## src/rtl/uart_rx_deframer.sv

```systemverilog
// UART receive deframer: oversamples rx_bit on the shared baud strobe and
// recovers 8N1 frames, pushing good bytes into the RX FIFO.
module uart_rx_deframer #(
    parameter int DATA_BITS = 8,
    parameter int OS_RATE   = 16
) (
    input  logic                 clk,
    input  logic                 reset,
    input  logic                 uart_tick,
    input  logic                 rx_bit,
    input  logic                 rx_fifo_full,
    output logic [DATA_BITS-1:0] rx_data,
    output logic                 rx_push,
    output logic                 frame_err,
    output logic                 overrun,
    output logic                 rx_busy
);

    localparam int TW = $clog2(OS_RATE);
    localparam int BW = $clog2(DATA_BITS + 1);

    localparam logic [TW-1:0] HALF_LAST = TW'(OS_RATE / 2 - 1);
    localparam logic [TW-1:0] FULL_LAST = TW'(OS_RATE - 1);
    localparam logic [BW-1:0] BIT_LAST  = BW'(DATA_BITS - 1);

    typedef enum logic [1:0] {IDLE, START, DATA, STOP} state_t;

    state_t               state;
    logic [TW-1:0]        tick_cnt;
    logic [BW-1:0]        bit_cnt;
    logic [DATA_BITS-1:0] shift;
    logic                 sync_0;
    logic                 rx_s;
    logic                 armed;
    logic [DATA_BITS:0]   shift_next;

    // New bit enters at the MSB so the first (LSB) wire bit ends at bit 0.
    assign shift_next = {rx_s, shift};

    // NOTE: every register in this block uses <= so all of them update from
    // the same pre-edge values; mixing in = here would create ordering bugs.
    always_ff @(posedge clk) begin
        if (reset) begin
            sync_0    <= 1'b1;
            rx_s      <= 1'b1;
            state     <= IDLE;
            tick_cnt  <= '0;
            bit_cnt   <= '0;
            shift     <= '0;
            armed     <= 1'b0;
            rx_data   <= '0;
            rx_push   <= 1'b0;
            frame_err <= 1'b0;
            overrun   <= 1'b0;
            rx_busy   <= 1'b0;
        end else begin
            sync_0    <= rx_bit;
            rx_s      <= sync_0;
            rx_push   <= 1'b0;
            frame_err <= 1'b0;
            overrun   <= 1'b0;

            if (uart_tick) begin
                if (rx_s) armed <= 1'b1;

                case (state)
                    IDLE: begin
                        if (!rx_s && armed) begin
                            state    <= START;
                            tick_cnt <= '0;
                            armed    <= 1'b0;
                            rx_busy  <= 1'b1;
                        end
                    end
                    START: begin
                        if (tick_cnt == HALF_LAST) begin
                            if (rx_s) begin
                                state   <= IDLE;
                                rx_busy <= 1'b0;
                            end else begin
                                state    <= DATA;
                                tick_cnt <= '0;
                                bit_cnt  <= '0;
                            end
                        end else begin
                            tick_cnt <= tick_cnt + 1'b1;
                        end
                    end
                    DATA: begin
                        if (tick_cnt == FULL_LAST) begin
                            shift    <= shift_next[DATA_BITS:1];
                            tick_cnt <= '0;
                            bit_cnt  <= bit_cnt + 1'b1;
                            if (bit_cnt == BIT_LAST) state <= STOP;
                        end else begin
                            tick_cnt <= tick_cnt + 1'b1;
                        end
                    end
                    STOP: begin
                        if (tick_cnt == FULL_LAST) begin
                            state    <= IDLE;
                            rx_busy  <= 1'b0;
                            tick_cnt <= '0;
                            if (!rx_s) begin
                                // A low stop bit may be a break; wait for the line to go high again.
                                frame_err <= 1'b1;
                                armed     <= 1'b0;
                            end else if (rx_fifo_full) begin
                                overrun <= 1'b1;
                            end else begin
                                rx_push <= 1'b1;
                                rx_data <= shift;
                            end
                        end else begin
                            tick_cnt <= tick_cnt + 1'b1;
                        end
                    end
                    default: begin
                        state   <= IDLE;
                        rx_busy <= 1'b0;
                    end
                endcase
            end
        end
    end

endmodule
```

## config.mk

```make
export PLATFORM = sky130hd
export DESIGN_NAME = uart_rx_deframer
export DESIGN_NICKNAME = d
export VERILOG_FILES = /design/src/rtl/uart_rx_deframer.sv
export SDC_FILE = /design/constraint.sdc
export NUM_CORES = 1
export LEC_CHECK = 0
export ABC_AREA = 1
export ABC_CLOCK_PERIOD_IN_PS = 1900
export BUFFER_PORTS_ARGS = -buffer_cell sky130_fd_sc_hd__buf_2
export CAP_MARGIN = 30
export CORE_UTILIZATION = 40
export DETAILED_ROUTE_END_ITERATION = 12
export PLACE_DENSITY = 0.6
export SETUP_SLACK_MARGIN = 0.05
export SYNTH_ARGS = -nofsm -noshare
export SYNTH_HDL_FRONTEND = slang
export SYNTH_SLANG_ARGS = --single-unit
```

## constraint.sdc

```tcl
create_clock -name clk -period 1.9 [get_ports clk]
set_clock_uncertainty 0.05 [all_clocks]
set_input_delay 0.285 -clock clk [delete_from_list [all_inputs] [get_ports clk]]
set_output_delay 0.285 -clock clk [all_outputs]
set_load 0.01 [all_outputs]
```

==> run summary <==
result of the run - finished, final reports clean
final worst path period need - 1.68 ns
Via density - 4.83
achievable frequency - 596 MHz
level count of the clock H-tree - 2
number of remaining DRC errors - 0
signed area change from the synthesized netlist to the final layout - 14.8%
count of buffering cells on the critical path with inverters included - 3
Antenna diodes - 0
global router's overall resource usage - 17.2%
Avg Cell Area, Syn - 7.36 um2
Pins Over Slew Limit - 0
placed inst area - 0.00164 mm2
clock network latency to the later pin of the worst-skew pair - 0.28 ns
share of synthesized area occupied by flip-flops and latches - 43.8%
Arrival @ worst endpoint - 1.84 ns
DR iter-0 viols - 82
CTS resizes - 0
setup repair after global routing missed its margin - false
number of global-route vias before repair - 1153
Overflow after GRT - 0
vertical die dimension - 63.4 um
endpoints failing setup - 0
placeable core area - 0.00347 mm2
Port Buffers - 16
kind of cell with the highest combined delay on the critical path - simple AND/OR/NAND/NOR gates
layout net count - 238
maximum single-stage delay on the critical path - 0.35 ns
CTS Hold Bufs - 0
Cell variety after synth - 22
via count - 1315
kind of path behind the tightest hold check - input port to register
number of fillers in the final layout - 377
portion of the clock cycle consumed by the worst path in the final layout - 88.3%
critical-path cell list - inv_1, ha_1, inv_2, nand2_1, nand2_1, nor2_1, nand3_2, inv_1, nand2_1, a21oi_1
Yosys Warn Count - 0
Setup crit start kind - register
Relative slew margins - 72.9%
Netlist Area Pre-Place - 0.00151 mm2
final hold viol count - 0
antenna violations before repair - 0
Worst-path clk slew - 0.06 ns
P per Cell Area - 742 mW/mm2
first-pass GRT wire length - 5290 um
number of setup buffers added after CTS - 0
Die W - 63.4 um
slowest cell on the critical path - sky130_fd_sc_hd__dfxtp_2
worst hold-check slack - 0.134 ns
DRT antenna net count - 0
Leak Pwr - 0.792 nW
dominant cell type by count on the critical path - sky130_fd_sc_hd__nand2_1
wirelength, routed - 3140 um
critical setup path kind - register to register
cell chosen for the clock root - sky130_fd_sc_hd__clkbuf_8
Finished Core Util - 50.0%
max-cap check violation count - 0
Synth Net Count - 217
actual transition at the worst max-transition pin - 0.406 ns
Clock Tree Buf Depth - 2
number of placement rows - 21
wire per inst - 11.5 um
Gate Count Post-Synth - 205
first-pass iteration count of the detailed router - 4
largest net degree at the start of global routing - 21
Peak supply drop - 0.000549 V
number of clock sinks - 33
critical path capture point type - register
Die Area - 0.00402 mm2
initial cell density of the core - 43.5%
weighted congestion at the end of routability-driven global placement - 0.847
TritonCTS clock tree - yes
Yosys reg bits - 33
count of boundary I/O pins - 17
critical path data required time - 2.06 ns
largest fanout on the critical path - 7
DP Wirelength - 2230 um
final instance area - 0.00173 mm2
clock buffers created by TritonCTS - 5
sum of negative setup slack - 0 ns
share of final-layout standard cells stronger than drive strength 1 - 16.4%
-- path summary, 6_finish.rpt --
path | startpoint | cells after the start | endpoint | slack [ns]
min reg2reg | sync_0 | 1 | rx_s | 0.35
max | state[0] | 10 | bit_cnt[3] | 0.22
max reg2reg | state[0] | 10 | bit_cnt[3] | 0.22
min | rx_bit | 2 | sync_0 | 0.13
-- power by group --
group | switching [mW] | internal (mW) | total (mW) | leakage [nW]
combinational | 0.0425 | 0.0177 | 0.0602 | 0.481
sequential | 0.00508 | 0.699 | 0.704 | 0.267
clock | 0.235 | 0.287 | 0.522 | 0.0443
total | 0.283 | 1.00 | 1.29 | 0.792
-- logic make-up (layout without fill, tap and decap cells) --
family / after synthesis / after routing / synth area share, %
fa+ha+maj: 7 / 7 / 5.80
buf+inv: 28 / 49 / 6.97
compound gates: 34 / 34 / 11.4
flops: 33 / 33 / 43.8
simple gates: 102 / 102 / 31.4
xor+xnor: 1 / 1 / 0.581
-- sequential cells by signal, indices dropped and copies added, names as in the netlist, named ones only --
register,flops
shift,8
frame_err,1
rx_data,8
state,1
tick_cnt,4
bit_cnt,4
sync_0,1
overrun,1
armed,1
rx_s,1
rx_busy,1
rx_push,1
-- routing by layer --
layer  share of wire [%]  track usage, %  vias up
met1                  54            23.3      582
li1                    -               -      707
met4                 2.5            10.2        0
met2                  41            24.3       17
met3                 2.9            4.35        9
met5                   0               0        -
-- placed cells by master, fill, tap and decap left out, types with 2 or more instances in the layout --
master	n
sky130_fd_sc_hd__clkbuf_8	6
sky130_fd_sc_hd__buf_2	16
sky130_fd_sc_hd__nand2_1	40
sky130_fd_sc_hd__or2_2	3
sky130_fd_sc_hd__nand4_1	2
sky130_fd_sc_hd__nor4_1	2
sky130_fd_sc_hd__nor2_1	28
sky130_fd_sc_hd__ha_1	7
sky130_fd_sc_hd__dfxtp_1	32
sky130_fd_sc_hd__a21oi_1	20
sky130_fd_sc_hd__o21ai_0	13
sky130_fd_sc_hd__nor2_4	2
sky130_fd_sc_hd__inv_2	2
sky130_fd_sc_hd__nand3_2	2
sky130_fd_sc_hd__inv_1	22
sky130_fd_sc_hd__nand3_1	18
-- layout make-up --
cell class              count  area, um2  share of cell area, %
repair buffers             17       87.6                   5.05
clock buffers               7       86.3                   4.98
well taps                  46       57.6                   3.32
inverters                  25       93.8                   5.42
flip-flops and latches     33        662                   38.2
multi-input cells         144        746                   43.0
-- synth_stat cells --
cell type                  count  area share [%]
sky130_fd_sc_hd__a21oi_1      20             6.6
sky130_fd_sc_hd__clkbuf_1      3            0.75
sky130_fd_sc_hd__clkinv_1      1            0.25
sky130_fd_sc_hd__dfxtp_1      33              44
sky130_fd_sc_hd__ha_1          7             5.8
sky130_fd_sc_hd__inv_1        22             5.5
sky130_fd_sc_hd__inv_2         2            0.50
sky130_fd_sc_hd__nand2_1      40             9.9
sky130_fd_sc_hd__nand2_2       1            0.41
sky130_fd_sc_hd__nand2_4       1            0.75
sky130_fd_sc_hd__nand3_1      18             6.0
sky130_fd_sc_hd__nand3_2       2             1.3
sky130_fd_sc_hd__nand4_1       2            0.83
sky130_fd_sc_hd__nor2_1       29             7.2
sky130_fd_sc_hd__nor2_4        2             1.5
sky130_fd_sc_hd__nor3_1        1            0.33
sky130_fd_sc_hd__nor3_4        1             1.1
sky130_fd_sc_hd__nor4_1        2            0.83
sky130_fd_sc_hd__o211ai_1      1            0.50
sky130_fd_sc_hd__o21ai_0      13             4.3
sky130_fd_sc_hd__or2_2         3             1.2
sky130_fd_sc_hd__xor2_1        1            0.58
-- through the flow --
stage               worst slack [ns]  std cells  power [mW]
floorplan                      0.421        205       0.762
global placement               0.157        265       0.779
detailed placement             0.160        265       0.779
CTS                            0.133        272        1.30
global route                  0.0760        272        1.34
finish                         0.222        272        1.29
No activity file was read; power rests on OpenSTA's default activity.
